--- src/rtl/debounce_pkg.sv ---
// Shared definitions for the input debouncer: channel FSM state encoding
// and the smallest stable-sample count the design can honour.
package debounce_pkg;

    typedef enum logic [1:0] {
        S_LOW   = 2'd0,
        S_CHK_H = 2'd1,
        S_HIGH  = 2'd2,
        S_CHK_L = 2'd3
    } state_t;

    localparam int MIN_DB_CYCLES = 2;

endpackage

--- src/rtl/debounce_channel.sv ---
// One debounced input: two-flop synchronizer, four-state acceptance FSM
// with a stability counter, and registered level/rise/fall outputs.
module debounce_channel
    import debounce_pkg::*;
#(
    parameter int DB_CYCLES = 120000,
    parameter int CNT_W     = $clog2(DB_CYCLES)
) (
    input  logic clk,
    input  logic rst_n,
    input  logic btn,
    output logic level,
    output logic rise,
    output logic fall
);

    if (DB_CYCLES < MIN_DB_CYCLES) begin : g_badDbCycles
        $error("debounce_channel: DB_CYCLES must be at least 2");
    end

    localparam logic [CNT_W-1:0] CNT_MAX = CNT_W'(DB_CYCLES - 1);

    logic             sync1;
    logic             sync0;
    state_t           state;
    state_t           stateNext;
    logic [CNT_W-1:0] cnt;
    logic [CNT_W-1:0] cntNext;
    logic             levelNext;
    logic             riseNext;
    logic             fallNext;

    // Every output is a flop, so nothing combinational reaches btn.
    always_ff @(posedge clk) begin
        if (!rst_n) begin
            sync1 <= 1'b0;
            sync0 <= 1'b0;
            state <= S_LOW;
            cnt   <= '0;
            level <= 1'b0;
            rise  <= 1'b0;
            fall  <= 1'b0;
        end else begin
            sync1 <= btn;
            sync0 <= sync1;
            state <= stateNext;
            cnt   <= cntNext;
            level <= levelNext;
            rise  <= riseNext;
            fall  <= fallNext;
        end
    end

    // Any sample matching the old level aborts a check and clears the count.
    always_comb begin
        stateNext = state;
        cntNext   = cnt;
        levelNext = level;
        riseNext  = 1'b0;
        fallNext  = 1'b0;
        case (state)
            S_LOW: begin
                if (sync0) begin
                    stateNext = S_CHK_H;
                    cntNext   = CNT_W'(1);
                end
            end
            S_CHK_H: begin
                if (!sync0) begin
                    stateNext = S_LOW;
                    cntNext   = '0;
                end else if (cnt == CNT_MAX) begin
                    stateNext = S_HIGH;
                    levelNext = 1'b1;
                    riseNext  = 1'b1;
                    cntNext   = '0;
                end else begin
                    cntNext = cnt + CNT_W'(1);
                end
            end
            S_HIGH: begin
                if (!sync0) begin
                    stateNext = S_CHK_L;
                    cntNext   = CNT_W'(1);
                end
            end
            S_CHK_L: begin
                if (sync0) begin
                    stateNext = S_HIGH;
                    cntNext   = '0;
                end else if (cnt == CNT_MAX) begin
                    stateNext = S_LOW;
                    levelNext = 1'b0;
                    fallNext  = 1'b1;
                    cntNext   = '0;
                end else begin
                    cntNext = cnt + CNT_W'(1);
                end
            end
            default: begin
                stateNext = S_LOW;
                cntNext   = '0;
                levelNext = 1'b0;
            end
        endcase
    end

endmodule

--- src/rtl/debounce_inputs.sv ---
// Input conditioning for the board's three logic inputs: N_CH independent
// debounced channels producing stable levels plus rise/fall pulses.
module debounce_inputs
    import debounce_pkg::*;
#(
    parameter int N_CH      = 3,
    parameter int DB_CYCLES = 120000,
    parameter int CNT_W     = $clog2(DB_CYCLES)
) (
    input  logic            clk,
    input  logic            rst_n,
    input  logic [N_CH-1:0] btn_in,
    output logic [N_CH-1:0] level,
    output logic [N_CH-1:0] rise,
    output logic [N_CH-1:0] fall
);

    if (DB_CYCLES < MIN_DB_CYCLES) begin : g_badDbCycles
        $error("debounce_inputs: DB_CYCLES must be at least 2");
    end

    for (genvar i = 0; i < N_CH; i++) begin : g_channel
        debounce_channel #(
            .DB_CYCLES (DB_CYCLES),
            .CNT_W     (CNT_W)
        ) u_channel (
            .clk   (clk),
            .rst_n (rst_n),
            .btn   (btn_in[i]),
            .level (level[i]),
            .rise  (rise[i]),
            .fall  (fall[i])
        );
    end

endmodule

--- config.mk ---
export PLATFORM = sky130hd
export DESIGN_NAME = debounce_inputs
export DESIGN_NICKNAME = d
export VERILOG_FILES = /design/src/rtl/debounce_pkg.sv /design/src/rtl/debounce_channel.sv /design/src/rtl/debounce_inputs.sv
export SDC_FILE = /design/constraint.sdc
export NUM_CORES = 1
export LEC_CHECK = 0
export CAP_MARGIN = 20
export CORE_MARGIN = 5
export CORE_UTILIZATION = 29
export CTS_BUF_LIST = sky130_fd_sc_hd__clkbuf_4 sky130_fd_sc_hd__clkbuf_8 sky130_fd_sc_hd__clkbuf_16
export DETAILED_ROUTE_END_ITERATION = 10
export GPL_ROUTABILITY_DRIVEN = 0
export GPL_TIMING_DRIVEN = 0
export PLACE_DENSITY = 0.4
export SYNTH_ARGS = -nofsm -noshare
export SYNTH_HDL_FRONTEND = slang
export SYNTH_SLANG_ARGS = --single-unit
--- constraint.sdc ---
create_clock -name clk -period 2.4 [get_ports clk]
set_input_delay 0.24 -clock clk [delete_from_list [all_inputs] [get_ports clk]]
set_output_delay 0.24 -clock clk [all_outputs]
set_load 0.005 [all_outputs]
### Word-level counts from Yosys, hierarchy flattened

Cells that the tools add are included.

| storage, ports and cells | value |
|---|---|
| bits in registers | 72 |
| input bits | 5 |
| output and inout bits | 9 |

| operators by class | value |
|---|---|
| add/sub/neg operators | 3 |
| eq/ne operators | 36 |
| multiplexer cells | 57 |
| bitwise gates (word level) | 4 |
| reduce and logical (&&, ||, !) cells | 21 |

Operators by type and width:

| kind | count |
|---|---|
| 2-to-1 mux 17 bit | 15 |
| one-hot mux 17 bit (4 select lines) | 3 |
| adder 17 x 1 -> 17 bit (second input constant) | 3 |
| equality test 17 bit (second input constant) | 3 |
| 2-to-1 mux 2 bit | 18 |
| != test 2 x 1 -> 1 bit (second input constant) | 12 |
| one-hot mux 2 bit (4 select lines) | 3 |
| 2-to-1 mux 1 bit | 15 |
| AND reduction 5 bit | 3 |
| equality test 2 bit (second input constant) | 6 |
| != test 2 bit (second input constant) | 6 |
| AND reduction 4 bit | 3 |
| != test 3 x 1 -> 1 bit (second input constant) | 3 |
| != test 3 bit (second input constant) | 3 |
| AND reduction 3 bit | 3 |
| OR reduction 3 bit | 3 |
| equality test 2 x 1 -> 1 bit (second input constant) | 3 |
| zero test 2 bit | 3 |
| one-hot mux 1 bit (2 select lines) | 3 |
| AND reduction 2 bit | 3 |
| nonzero test 2 bit | 3 |
| inverter 1 bit | 4 |

### Longest topological paths before layout

Gate-level depths: netlist of the first run.

| depth | value |
|---|---|
| depth after elaboration | 4 |
| mapped depth | 7 |
| mapped depth without buffers | 6 |

### Cells and area by module

From an unflattened synthesis of the first run, not the netlist that was laid out.

| second synthesis, totals | value |
|---|---|
| cell total of the unflattened synthesis | 411 |
| area total of the unflattened synthesis | 3545.9 um^2 |

By module, submodules not included:

| module | instances | cells each | area each (um^2) |
|---|---|---|---|
| debounce_channel at g_channel[2].u_channel | 1 | 134 | 1199.9 |
| debounce_channel at g_channel[1].u_channel | 1 | 138 | 1181.1 |
| debounce_channel at g_channel[0].u_channel | 1 | 139 | 1164.9 |

### Least setup slack after synthesis of the first run

Ideal clock, no wire load.

| timing | value |
|---|---|
| path type | register -> register |
| start point | reg g_channel[0].u_channel.cnt[0] |
| end point | reg g_channel[0].u_channel.cnt[9] |
| setup time | 0.116 ns |
| data arrival time | 1.751 ns |
| data required time | 2.284 ns |
| setup slack | 0.533 ns |
| stages on the path, launching flop included | 7 |
| period minus slack after synthesis | 1.867 ns |
| cell sequence | dfxtp_1 > ha_1 > nand4_1 > nor4_4 > nor2_2 > buf_2 > a31o_2 |

| on the way | value |
|---|---|
| cells in the longest elaborated chain, start to end | 4 |
| elaborated cells between the ends (all ways) | 6 |
| classes of those cells | 1 x add/sub; 1 x eq/ne; 4 x mux |

RTL lines:

| item | RTL line | text |
|---|---|---|
| start, declared | debounce_channel.sv:27 | `logic [CNT_W-1:0] cnt;` |
| start signal, assigned | debounce_channel.sv:47 | `cnt <= cntNext;` |
| adder 17 x 1 -> 17 bit or equality test 17 bit (tied branches) | -- |  |
| 2-to-1 mux 17 bit * | debounce_channel.sv:72, debounce_channel.sv:91 |  |
| 2-to-1 mux 17 bit (on tied branches) | debounce_channel.sv:88, debounce_channel.sv:69 |  |
| one-hot mux 17 bit (4 select lines) * | debounce_channel.sv:61 | `case (state)` |

Mark *: on every way between the ends. The rest lies on a longest branch, timed or not.
A chain may end at the register's enable or synchronous reset.

### Worst setup path in the final report of the first run

| timing | value |
|---|---|
| start point | reg g_channel[0].u_channel.sync0 |
| end point | reg g_channel[0].u_channel.cnt[11] |

| on the way | value |
|---|---|
| cells in the longest elaborated chain, start to end | 2 |
| elaborated cells between the ends (all ways) | 6 |
| classes of those cells | 2 x eq/ne; 3 x mux; 1 x reduce/logical |

RTL lines:

| item | RTL line | text |
|---|---|---|
| start, declared | debounce_channel.sv:24 | `logic sync0;` |
| start signal, assigned | debounce_channel.sv:45 | `sync0 <= sync1;` |
| 2-to-1 mux 17 bit (tied with other cells) | debounce_channel.sv:88 | `if (sync0) begin` |
| one-hot mux 17 bit (4 select lines) or AND reduction 2 bit (tied branches) | -- |  |

Parallel ways exist; a longest one is shown, timed or not.

==> results of run 1 <==
registers in the layout (all words and copies together) (netlist names), named ones only:
register / count
g_channel.u_channel.state: 3
g_channel.u_channel.sync1: 3
g_channel.u_channel.fall: 3
g_channel.u_channel.cnt: 51
g_channel.u_channel.rise: 3
g_channel.u_channel.sync0: 3
g_channel.u_channel.level: 3
critical path, stage by stage, from the launching register on:
cell	delay (ns)
sky130_fd_sc_hd__dfxtp_1	0.42
sky130_fd_sc_hd__xor2_1	0.52
sky130_fd_sc_hd__nand3_1	0.37
sky130_fd_sc_hd__nor2_2	0.26
sky130_fd_sc_hd__buf_2	0.26
sky130_fd_sc_hd__nand3_1	0.10
sky130_fd_sc_hd__o211ai_1	0.19
synth_stat cells, drive strengths merged, types with 4 or more instances:
library cell   n
nor3b          8
nand4b         5
buf           15
nand3         31
nand2         36
and3           7
or4bb          4
xor2           5
and2          11
nor3          10
clkbuf        12
dfxtp         72
xnor2          5
a31oi         16
nor2          23
nand4         18
mux2i          5
o21ai         28
a22o           4
nor2b          9
inv           13
or3           10
a21oi         30
a21boi         7
nor4           7
final timing paths:
kind,start,to,slack (ns),cells past startpoint
max reg2reg,g_channel[0].u_channel.sync0$_SDFF_PN0_,g_channel[0].u_channel.cnt[11]$_SDFFE_PN0P_,0.20,6
min,g_channel[2].u_channel.sync1$_SDFF_PN0_,g_channel[2].u_channel.sync0$_SDFF_PN0_,0.43,1
max,g_channel[0].u_channel.sync0$_SDFF_PN0_,g_channel[0].u_channel.cnt[11]$_SDFFE_PN0P_,0.20,6
min reg2reg,g_channel[2].u_channel.sync1$_SDFF_PN0_,g_channel[2].u_channel.sync0$_SDFF_PN0_,0.43,1
routing by layer:
| layer | part of all wire | up-vias |
|---|---|---|
| li1 | - | 1626 |
| met1 | 0.51 | 1509 |
| met2 | 0.45 | 41 |
| met3 | 0.035 | 6 |
| met4 | 0.012 | 0 |
| met5 | 0 | - |
logic make-up after synthesis:
group | Yosys count | share of synthesized area
compound gates | 104 | 0.1795
xor+xnor | 10 | 0.02435
fa+ha+maj | 3 | 0.01044
buf+inv | 40 | 0.05947
flops | 72 | 0.4007
mux | 5 | 0.01391
simple gates | 193 | 0.3117
power by group:
| part | switching (mW) | internal, mW |
|---|---|---|
| combinational | 0.0558 | 0.0495 |
| sequential | 0.0126 | 1.21 |
| clock | 0.509 | 0.881 |
final cells by class:
| type | count | share of cell area |
|---|---|---|
| clock buffer | 13 | 0.06237 |
| multi-input combinational | 315 | 0.4535 |
| clock inverter | 3 | 0.009327 |
| buffer | 27 | 0.03847 |
| sequential | 72 | 0.3358 |
| timing repair buffer | 19 | 0.04022 |
| tap | 168 | 0.04897 |
| inverter | 13 | 0.01137 |
through the flow:
| step | cells | setup TNS (ns) | setup WS, ns | total power [mW] |
|---|---|---|---|---|
| after floorplan | 427 | 0 | 0.5326 | 1.310 |
| after CTS | 625 | 0 | 0.06546 | 2.773 |
| after detailed placement | 609 | -0.06361 | -0.03372 | 1.356 |
| after global routing | 630 | 0 | 0.009167 | 2.831 |
| after global placement | 608 | -0.08034 | -0.05341 | 1.355 |
| final | 630 | 0 | 0.2005 | 2.718 |
timing repair:
| action | CTS | global route |
|---|---|---|
| hold buffers | 0 | 0 |
| pin swaps | 1 | 1 |
| resized for setup | 0 | 1 |
| setup endpoints to repair | 2 | 10 |
| buffers inserted | 0 | 5 |
==> metrics.csv, run 1 <==
stage,metric,value,unit
synthesis,syn_area_per_cell,8.424,um^2
clock_network,cts_num_sinks,72,
timing,grt_setup_unrepaired,false,
synthesis,synth_area_leader_cell,sky130_fd_sc_hd__dfxtp_1,
global_route,busiest_layer_in_global_routing,met2,
final_layout,nets,465,
final_layout,register_cell_area_after_layout,1441,um^2
floorplan,io-pin-count,14,
synthesis,yosys-top-cells-area,"sky130_fd_sc_hd__dfxtp_1, sky130_fd_sc_hd__nand3_1, sky130_fd_sc_hd__a21oi_1, sky130_fd_sc_hd__o21ai_0, sky130_fd_sc_hd__nand2_1",
clock_network,htreeDepth,3,
clock_network,cts_tree,done,
final_layout,postLayoutCellArea,4293,um^2
synthesis,synth-seq-cells,72,
drt,drt_first_pass_iters,4,
global_route,global_route.usage.total,0.1287,
timing,timing.final.hold_violations,0,
drt,wire_length_reported_by_the_detailed_router,8912,um
place,post_dp_area,3943,um^2
drt,routed-via-count,3182,
worst_setup_path,worstSetupPathType,reg2reg,
drt,route.detailed.drc,0,
clock_network,cts.clk_slew.worst_paths,0.06,ns
worst_setup_path,setup.worst_path.start_class,flop,
synthesis,yosys.area.top_type_share,0.4007,
timing,final_number_of_max_transition_violations,0,
synthesis,synth_async_sr_flop_share,0,
synthesis,synthesis.area,3597,um^2
synthesis,synth_enable_flop_cells,0,
synthesis,synth_cell_type_count,56,
worst_setup_path,endpoint_kind,flop,
global_route,groute.layer.met1.usage,0.1718,
synthesis,synth-seq-area-share,0.4007,
pwr,static-leakage-power,1.460,nW
final_layout,multiInputGateArea,1947,um^2
global_route,global_route.overflow_total,0,
drt,ant_nets,0,
synthesis,ys_dominant_reg_cell,sky130_fd_sc_hd__dfxtp_1,
final_layout,fillCellCount,1247,
floorplan,row_count,40,
timing,final.setup_skew,0.004754,ns
timing,report.final.setup_viol,0,
timing,tightest_slew,0.9255,ns
worst_setup_path,worst-endpoint-arrival,2.46,ns
floorplan,die-height,121.4,um
floorplan,initial_core_utilization,0.2982,
pwr,power.ir.vdd_worst,462.3,uV
synthesis,synthesis.instances,427,
floorplan,placeableCoreArea,12060,um^2
final_layout,final_util,0.3559,
clock_network,ctsLongestPathBuffers,2,
clock_network,insertion_delay,0.34,ns
timing,min_period_over_period,0.9165,
place,dp_hpwl,6225,um
global_route,largest_net_degree_at_the_start_of_global_routing,12,
synthesis,yosysWarnings,0,
timing,fmaxAchievable,454.6,MHz
global_route,grt_antenna_before_repair,0,
global_route,groute.layer.met3.usage,0.04476,
outcome,outcome,finished clean,
floorplan,fp.dieArea,14730,um^2
timing,headroom_to_the_max_slew_limit,0.3817,
run,max_cap_viol_count,0,
floorplan,die_width,121.4,um
global_route,via_count_of_the_first_global_routing_pass,2906,
worst_setup_path,cp.required,2.66,ns
final_layout,drive_above_1_share,0.1212,
global_route,grt_pass1_wl,14910,um
synthesis,postSynthNetCount,435,
final_layout,layout_overhead_on_the_synthesized_area,19.34,%
final_layout,leading_cell_type_in_the_layout_fill_and_taps_excluded,sky130_fd_sc_hd__dfxtp_1,
timing,worst_hold_slack,0.4318,ns
drt,vias_per_cell,5.051,
worst_hold_path,holdCritPathClass,reg2reg,
global_route,global_route.usage.met2,0.1962,
final_layout,commonest_non_fill_non_tap_cells_in_the_layout,"sky130_fd_sc_hd__dfxtp_1, sky130_fd_sc_hd__nand2_1, sky130_fd_sc_hd__nand3_1",
clock_network,cts_buffers,9,
drt,drt_first_iter_violations,181,
timing,final_period_minus_worst_setup_slack,2.200,ns
final_layout,num_antenna_cells,0,
drt,wl_per_cell,14.15,um
pwr,p_per_area,633.0,nW/um^2
place,io_buffers,13,
clock_network,cts.root.buffer_cell,sky130_fd_sc_hd__clkbuf_16,
worst_setup_path,crit_fanout,10,
No activity file was read; power rests on OpenSTA's default activity.
==> run 2, diff against run 1 <==
--- a/config.mk
+++ b/config.mk
@@ -5,6 +5,7 @@
 export SDC_FILE = /design/constraint.sdc
 export NUM_CORES = 1
 export LEC_CHECK = 0
+export ABC_CLOCK_PERIOD_IN_PS = 2400
 export CAP_MARGIN = 20
 export CORE_MARGIN = 5
 export CORE_UTILIZATION = 29
@@ -15,4 +16,5 @@
 export PLACE_DENSITY = 0.4
 export SYNTH_ARGS = -nofsm -noshare
 export SYNTH_HDL_FRONTEND = slang
+export SYNTH_HIERARCHICAL = 1
 export SYNTH_SLANG_ARGS = --single-unit
==> metrics.csv, run 2 <==
stage,metric,value,unit,change
synthesis,yosys-top-cells-area,"sky130_fd_sc_hd__dfxtp_1, sky130_fd_sc_hd__nand2_1, sky130_fd_sc_hd__nand3_1, sky130_fd_sc_hd__o21ai_0, sky130_fd_sc_hd__a21oi_1",,"was sky130_fd_sc_hd__dfxtp_1, sky130_fd_sc_hd__nand3_1, sky130_fd_sc_hd__a21oi_1, sky130_fd_sc_hd__o21ai_0, sky130_fd_sc_hd__nand2_1"
synthesis,synth_cell_type_count,60,,was 56
pwr,power.ir.vdd_worst,213.5,uV,was 462.3 uV
global_route,grt_pass1_wl,14130,um,was 14910 um
final_layout,fillCellCount,1266,,was 1247
worst_setup_path,cp.required,2.59,ns,was 2.66 ns
final_layout,leading_cell_type_in_the_layout_fill_and_taps_excluded,sky130_fd_sc_hd__dfxtp_1,,unchanged
worst_hold_path,holdCritPathClass,reg2reg,,unchanged
place,place.detailed.instances,571,,was 609
drt,total_routed_wire_length_on_the_met1_layer,4177,um,was 4505 um
clock_network,cts.root.buffer_cell,sky130_fd_sc_hd__clkbuf_16,,unchanged
global_route,largest_net_degree_at_the_start_of_global_routing,12,,unchanged
drt,met2WireLength,3474,um,was 3986 um
timing,fmaxAchievable,472.1,MHz,was 454.6 MHz
timing,final.setup_skew,0.005671,ns,was 0.004754 ns
drt,top_layer_reached_by_signal_wires,met4,,unchanged
synthesis,synth.top_cells.by_count,"sky130_fd_sc_hd__dfxtp_1, sky130_fd_sc_hd__nand2_1, sky130_fd_sc_hd__nand3_1, sky130_fd_sc_hd__nor2_1, sky130_fd_sc_hd__o21ai_0",,"was sky130_fd_sc_hd__dfxtp_1, sky130_fd_sc_hd__nand2_1, sky130_fd_sc_hd__nand3_1, sky130_fd_sc_hd__a21oi_1, sky130_fd_sc_hd__o21ai_0"
floorplan,placeableCoreArea,12010,um^2,was 12060 um^2
clock_network,insertion_delay,0.33,ns,was 0.34 ns
timing,tightest_slew,0.9000,ns,was 0.9255 ns
global_route,grt_antenna_before_repair,0,,unchanged
synthesis,synth_async_sr_flop_share,0,,unchanged
synthesis,synth.most_common_cell,sky130_fd_sc_hd__dfxtp_1,,unchanged
timing,headroom_to_the_max_slew_limit,0.3954,,was 0.3817
floorplan,row_count,40,,unchanged
final_layout,registers.top_by_ff_count,g_channel.u_channel/cnt,,was g_channel.u_channel.cnt
synthesis,ys_dominant_reg_cell,sky130_fd_sc_hd__dfxtp_1,,unchanged
clock_network,htreeDepth,3,,unchanged
synthesis,synth-seq-area-share,0.4065,,was 0.4007
pwr,combinationalPowerShare,0.037,,was 0.039
pwr,switching_share,0.2191,,was 0.2125
pwr,static-leakage-power,1.439,nW,was 1.460 nW
drt,wire_length_reported_by_the_detailed_router,8115,um,was 8912 um
pwr,p_per_area,620.1,nW/um^2,was 633.0 nW/um^2
global_route,global_route.usage.total,0.1204,,was 0.1287
synthesis,synthesis.area,3546,um^2,was 3597 um^2
timing,report.final.setup_viol,0,,unchanged
synthesis,postSynthNetCount,419,,was 435
drt,ant_nets,0,,unchanged
clock_network,cts_tree,done,,unchanged
timing,min_period_over_period,0.8826,,was 0.9165
worst_setup_path,crit_fanout,5,,was 10
final_layout,num_antenna_cells,0,,unchanged
drt,routed-via-count,3059,,was 3182
drt,drt_first_pass_iters,4,,unchanged
pwr,power.share.sequential,0.475,,was 0.450
worst_setup_path,timing.critical_path.slowest_stage_cell,sky130_fd_sc_hd__nor3b_1,,was sky130_fd_sc_hd__xor2_1
floorplan,io-pin-count,14,,unchanged
place,io_buffers,13,,unchanged
outcome,outcome,finished clean,,unchanged
final_layout,layout_overhead_on_the_synthesized_area,16.90,%,was 19.34%
global_route,global_route.overflow_total,0,,unchanged
place,dp_hpwl,5570,um,was 6225 um
final_layout,layout.cells.non_filler,586,,was 630
synthesis,synthesis.instances,411,,was 427
pwr,pwr-share-clk,0.488,,was 0.512
synthesis,synth-seq-cells,72,,unchanged
final_layout,final_util,0.3451,,was 0.3559
drt,drt_first_iter_violations,157,,was 181
timing,final_worst_setup_slack,0.2818,ns,was 0.2005 ns
final_layout,register_cell_area_after_layout,1441,um^2,unchanged
final_layout,drive_above_1_share,0.1025,,was 0.1212
floorplan,die_width,120.6,um,was 121.4 um
floorplan,die-height,120.6,um,was 121.4 um
drt,wl_per_cell,13.85,um,was 14.15 um
worst_setup_path,critical_path.cell_chain,"ha_1, nand3_4, nor4_4, nand3_1, nor3b_1",,"was xor2_1, nand3_1, nor2_2, buf_2, nand3_1, o211ai_1"
clock_network,cts_num_sinks,72,,unchanged
clock_network,ctsLongestPathBuffers,2,,unchanged
final_layout,nets,443,,was 465
synthesis,yosysWarnings,6,,was 0
global_route,via_count_of_the_first_global_routing_pass,2809,,was 2906
clock_network,cts_buffers,9,,unchanged
pwr,internal_power_of_the_cells,2.007,mW,was 2.140 mW
worst_setup_path,timing.critical_path.slowest_cell_delay,0.44,ns,was 0.52 ns
worst_setup_path,worst-endpoint-arrival,2.31,ns,was 2.46 ns
worst_setup_path,endpoint_kind,flop,,unchanged
final_layout,multiInputGateArea,1971,um^2,was 1947 um^2
drt,vias_per_cell,5.220,,was 5.051
timing,final_number_of_max_transition_violations,0,,unchanged
worst_setup_path,worstSetupPathType,reg2reg,,unchanged
synthesis,syn_area_per_cell,8.627,um^2,was 8.424 um^2
floorplan,initial_core_utilization,0.2952,,was 0.2982
synthesis,synth_area_leader_cell,sky130_fd_sc_hd__dfxtp_1,,unchanged
pwr,total_switching_power,0.5631,mW,was 0.5775 mW
timing,final_period_minus_worst_setup_slack,2.118,ns,was 2.200 ns
final_layout,commonest_non_fill_non_tap_cells_in_the_layout,"sky130_fd_sc_hd__dfxtp_1, sky130_fd_sc_hd__nand2_1, sky130_fd_sc_hd__nand3_1",,unchanged
drt,met3_length,287,um,was 313 um
clock_network,cts.clk_slew.worst_paths,0.06,ns,about the same
drt,route.detailed.drc,0,,unchanged
run,max_cap_viol_count,0,,unchanged
worst_setup_path,setup.worst_path.start_class,flop,,unchanged
floorplan,fp.dieArea,14540,um^2,was 14730 um^2
timing,timing.final.hold_violations,0,,unchanged
pwr,finalPower,2.570,mW,was 2.718 mW
final_layout,largest_reg_flops,51,,unchanged
timing,grt_setup_unrepaired,false,,unchanged
clock_network,post_cts.repair.setup_buffers,0,,unchanged
timing,setup_total_negative_slack,0,ns,unchanged
place,post-place-ws,-0.2636,ns,was -0.03372 ns
synthesis,synth_enable_flop_cells,0,,unchanged
synthesis,yosys.area.top_type_share,0.4065,,was 0.4007
run 2: changes by cell type in the layout (fill, tap and decap cells not counted), moves of 6 or more:
cell                       change
sky130_fd_sc_hd__nand2_1      +12
sky130_fd_sc_hd__nor2b_1       -6
sky130_fd_sc_hd__clkbuf_1      -6
sky130_fd_sc_hd__a21oi_1       -6
sky130_fd_sc_hd__buf_4        -12
run 2: logic make-up after synthesis:
| group | synth area share |
|---|---|
| muxes | 0.02258 |
| adders and majority gates | 0.01059 |
| buffers and inverters | 0.03951 |
| DFF | 0.4065 |
| xor gates and xnor gates | 0.03105 |
| and+or+nand+nor | 0.3172 |
| AOI/OAI and AO/OA | 0.1725 |
run 2: worst max-delay path: cells and delay by family, from the launching register on:
kind / cells / cell delay, ns
adders and majority gates: 1 / 0.28
and+or+nand+nor: 4 / 1.29
DFF: 1 / 0.40
run 2: through the flow:
step	hold slack [ns]	cell area (um^2)
after floorplan	0.3617	3546
after CTS	0.4328	4138
after detailed placement	0.4192	3860
after global placement	0.4172	3860
after global routing	0.4540	4145
final	0.4314	4145
run 2: layer usage:
layer  global-route usage  vias to the layer above
li1                     -                     1582
met2               0.1750                       54
met4              0.06161                        0
met1               0.1674                     1412
met5                    0                        -
met3              0.02526                       11
run 2: power groups by stage:
| stage | Sequential (mW) | Combinational [mW] | Clock [mW] |
|---|---|---|---|
| 6_report | 1.22 | 0.0941 | 1.25 |
| 5_1_grt | 1.22 | 0.106 | 1.37 |
| 4_1_cts | 1.22 | 0.0948 | 1.31 |
| 3_5_place_dp | 1.25 | 0.0943 | 0 |
| 3_3_place_gp | 1.25 | 0.0946 | 0 |
| 2_1_floorplan | 1.25 | 0.0570 | 0 |
run 2: path summary, 6_finish.rpt:
| kind | startpoint | to | slack [ns] | depth (start not counted) |
|---|---|---|---|---|
| worst min-delay path | g_channel[2].u_channel/sync1$_SDFF_PN0_ | g_channel[2].u_channel/sync0$_SDFF_PN0_ | 0.43 | 1 |
| worst max register to register | g_channel[2].u_channel/cnt[0]$_SDFFE_PN0P_ | g_channel[2].u_channel/rise$_SDFF_PN0_ | 0.28 | 5 |
| worst max-delay path | g_channel[2].u_channel/cnt[0]$_SDFFE_PN0P_ | g_channel[2].u_channel/rise$_SDFF_PN0_ | 0.28 | 5 |
| worst min register to register | g_channel[2].u_channel/sync1$_SDFF_PN0_ | g_channel[2].u_channel/sync0$_SDFF_PN0_ | 0.43 | 1 |
run 2: repair_timing:
| item | 4_1_cts | 5_1_grt |
|---|---|---|
| resized for setup | 0 | 3 |
| hold buffers | 0 | 0 |
| setup endpoints to repair | 0 | 6 |
run 2: cell type report:
class | count | area share
buffer | 14 | 0.02415
sequential | 72 | 0.3477
timing repair buffer | 13 | 0.03139
tap | 147 | 0.04437
inverter | 11 | 0.009961
clock inverter | 3 | 0.004226
clock buffer | 12 | 0.06278
multi-input combinational | 314 | 0.4754
==> run 3, diff against run 2 <==
--- a/config.mk
+++ b/config.mk
@@ -7,9 +7,9 @@
 export LEC_CHECK = 0
 export ABC_CLOCK_PERIOD_IN_PS = 2400
 export CAP_MARGIN = 20
-export CORE_MARGIN = 5
 export CORE_UTILIZATION = 29
 export CTS_BUF_LIST = sky130_fd_sc_hd__clkbuf_4 sky130_fd_sc_hd__clkbuf_8 sky130_fd_sc_hd__clkbuf_16
+export CTS_CLUSTER_DIAMETER = 30
 export DETAILED_ROUTE_END_ITERATION = 10
 export GPL_ROUTABILITY_DRIVEN = 0
 export GPL_TIMING_DRIVEN = 0
==> metrics.csv, run 3 (same netlist as run 2, synthesis figures left out) <==
stage,metric,value,unit,change
outcome,outcome,finished clean,,unchanged
timing,final_number_of_max_transition_violations,0,,unchanged
pwr,static-leakage-power,1.469,nW,was 1.439 nW
timing,setup_total_negative_slack,0,ns,unchanged
timing,final.setup_skew,0.006533,ns,was 0.005671 ns
worst_setup_path,critical_path.cell_chain,"clkdlybuf4s50_1, clkinv_1, nor3_1, clkbuf_1, a21o_1, a22o_1",,"was ha_1, nand3_4, nor4_4, nand3_1, nor3b_1"
floorplan,initial_core_utilization,0.2964,,was 0.2952
place,post_dp_area,3860,um^2,unchanged
timing,worst_hold_slack,0.4331,ns,was 0.4314 ns
timing,tightest_slew,0.8968,ns,was 0.9000 ns
pwr,switching_share,0.2020,,was 0.2191
floorplan,io-pin-count,14,,unchanged
pwr,internal_power_of_the_cells,2.319,mW,was 2.007 mW
final_layout,register_cell_area_after_layout,1441,um^2,unchanged
timing,timing.final.hold_violations,0,,unchanged
place,post-place-ws,-0.2399,ns,was -0.2636 ns
global_route,via_count_of_the_first_global_routing_pass,2888,,was 2809
timing,headroom_to_the_max_slew_limit,0.3975,,was 0.3954
final_layout,fillCellCount,1233,,was 1266
pwr,combinationalPowerShare,0.032,,was 0.037
floorplan,row_count,40,,unchanged
drt,routed-via-count,3013,,was 3059
timing,fmaxAchievable,460.7,MHz,was 472.1 MHz
worst_setup_path,cp.required,2.68,ns,was 2.59 ns
global_route,global_route.overflow_total,0,,unchanged
worst_setup_path,endpoint_kind,flop,,unchanged
final_layout,num_antenna_cells,0,,unchanged
timing,final_period_minus_worst_setup_slack,2.171,ns,was 2.118 ns
drt,wl_per_cell,14.10,um,was 13.85 um
final_layout,layout.cells.non_filler,587,,was 586
clock_network,cts.root.buffer_cell,sky130_fd_sc_hd__clkbuf_16,,unchanged
global_route,grt_pass1_wl,14370,um,was 14130 um
drt,ant_nets,0,,unchanged
run,max_cap_viol_count,0,,unchanged
pwr,power.ir.vdd_worst,425.7,uV,was 213.5 uV
final_layout,drive_above_1_share,0.1023,,was 0.1025
drt,wire_length_reported_by_the_detailed_router,8276,um,was 8115 um
pwr,total_switching_power,0.5869,mW,was 0.5631 mW
final_layout,postLayoutCellArea,4222,um^2,was 4145 um^2
global_route,largest_net_degree_at_the_start_of_global_routing,13,,was 12
clock_network,htreeDepth,3,,unchanged
floorplan,die_width,112.6,um,was 120.6 um
final_layout,final_util,0.3529,,was 0.3451
pwr,pwr-share-clk,0.547,,was 0.488
final_layout,largest_reg_flops,51,,unchanged
worst_setup_path,timing.critical_path.slowest_cell_delay,0.67,ns,was 0.44 ns
drt,drt_first_iter_violations,110,,was 157
timing,report.final.setup_viol,0,,unchanged
global_route,global_route.usage.total,0.1427,,was 0.1204
pwr,power.share.sequential,0.420,,was 0.475
worst_setup_path,timing.critical_path.slowest_stage_cell,sky130_fd_sc_hd__clkdlybuf4s50_1,,was sky130_fd_sc_hd__nor3b_1
pwr,p_per_area,688.4,nW/um^2,was 620.1 nW/um^2
timing,min_period_over_period,0.9044,,was 0.8826
worst_setup_path,worst-endpoint-arrival,2.45,ns,was 2.31 ns
worst_hold_path,holdCritPathClass,reg2reg,,unchanged
final_layout,leading_cell_type_in_the_layout_fill_and_taps_excluded,sky130_fd_sc_hd__dfxtp_1,,unchanged
drt,drt_first_pass_iters,4,,unchanged
global_route,grt_antenna_before_repair,0,,unchanged
clock_network,cts.clk_slew.worst_paths,0.06,ns,about the same
clock_network,ctsLongestPathBuffers,2,,unchanged
final_layout,multiInputGateArea,1971,um^2,unchanged
timing,final_worst_setup_slack,0.2295,ns,was 0.2818 ns
drt,vias_per_cell,5.133,,was 5.220
clock_network,insertion_delay,0.34,ns,was 0.33 ns
worst_setup_path,worstSetupPathType,in2reg,,was reg2reg
worst_setup_path,crit_fanout,10,,was 5
final_layout,nets,443,,unchanged
clock_network,cts_buffers,9,,unchanged
floorplan,die-height,112.6,um,was 120.6 um
final_layout,registers.top_by_ff_count,g_channel.u_channel/cnt,,unchanged
place,place.detailed.instances,571,,unchanged
timing,grt_setup_unrepaired,false,,unchanged
worst_setup_path,setup.worst_path.start_class,primary input,,was flop
drt,route.detailed.drc,0,,unchanged
clock_network,cts_tree,done,,unchanged
final_layout,layout_overhead_on_the_synthesized_area,19.05,%,was 16.90%
final_layout,commonest_non_fill_non_tap_cells_in_the_layout,"sky130_fd_sc_hd__dfxtp_1, sky130_fd_sc_hd__nand2_1, sky130_fd_sc_hd__nand3_1",,unchanged
clock_network,cts_num_sinks,72,,unchanged
floorplan,fp.dieArea,12670,um^2,was 14540 um^2
floorplan,placeableCoreArea,11960,um^2,was 12010 um^2
pwr,finalPower,2.906,mW,was 2.570 mW
place,dp_hpwl,5621,um,was 5570 um
place,io_buffers,13,,unchanged
-- run 3: cell types whose count changed in the layout (fill, tap and decap cells not counted) --
cell                        previous run  this run
sky130_fd_sc_hd__bufinv_16             0         3
sky130_fd_sc_hd__clkbuf_1              3         4
sky130_fd_sc_hd__clkbuf_2              2         1
sky130_fd_sc_hd__clkbuf_4              1         0
sky130_fd_sc_hd__clkinv_2              2         1
-- run 3: path summary, 6_finish.rpt --
path | depth (start not counted) | start | slack, ns | end
hold / removal | 1 | g_channel[2].u_channel/sync1$_SDFF_PN0_ | 0.43 | g_channel[2].u_channel/sync0$_SDFF_PN0_
hold reg to reg | 1 | g_channel[2].u_channel/sync1$_SDFF_PN0_ | 0.43 | g_channel[2].u_channel/sync0$_SDFF_PN0_
setup reg to reg | 8 | g_channel[2].u_channel/cnt[0]$_SDFFE_PN0P_ | 0.28 | g_channel[2].u_channel/cnt[5]$_SDFFE_PN0P_
setup / recovery | 6 | rst_n | 0.23 | g_channel[2].u_channel/cnt[9]$_SDFFE_PN0P_
-- run 3: critical path, delay by kind of cell --
kind	cells	cell delay, ns
and+or+nand+nor	1	0.49
buffers and inverters	3	1.45
AOI/OAI and AO/OA	2	0.24
-- run 3: per-layer routing --
| metal | vias to the layer above | share of wire | GRT usage |
|---|---|---|---|
| met4 | 0 | 0.013 | 0.05600 |
| met2 | 44 | 0.44 | 0.2128 |
| li1 | 1565 | - | - |
| met3 | 7 | 0.031 | 0.03942 |
| met5 | - | 0 | 0 |
| met1 | 1397 | 0.52 | 0.1945 |
-- run 3: area by class of cell --
type / instances / share of cell area
clock buffers: 11 / 0.05987
well taps: 147 / 0.04357
inverters: 11 / 0.009781
repair buffers: 13 / 0.03082
plain buffers: 14 / 0.02341
flip-flops and latches: 72 / 0.3414
clock inverters: 5 / 0.02430
multi-input cells: 314 / 0.4668
-- run 3: power groups by stage --
stage	logic [mW]	registers (mW)	clock network [mW]
final	0.0941	1.22	1.59
after global routing	0.104	1.22	1.70
after CTS	0.0945	1.22	1.66
after detailed placement	0.0939	1.25	0
after global placement	0.0941	1.25	0
after floorplan	0.0570	1.25	0
-- run 3: timing repair --
action | 4_1_cts | 5_1_grt
setup buffers | 0 | 0
resized for setup | 0 | 1
endpoints found under the setup margin | 0 | 1
endpoints found under the hold margin | 0 | 0
hold buffers | 0 | 0
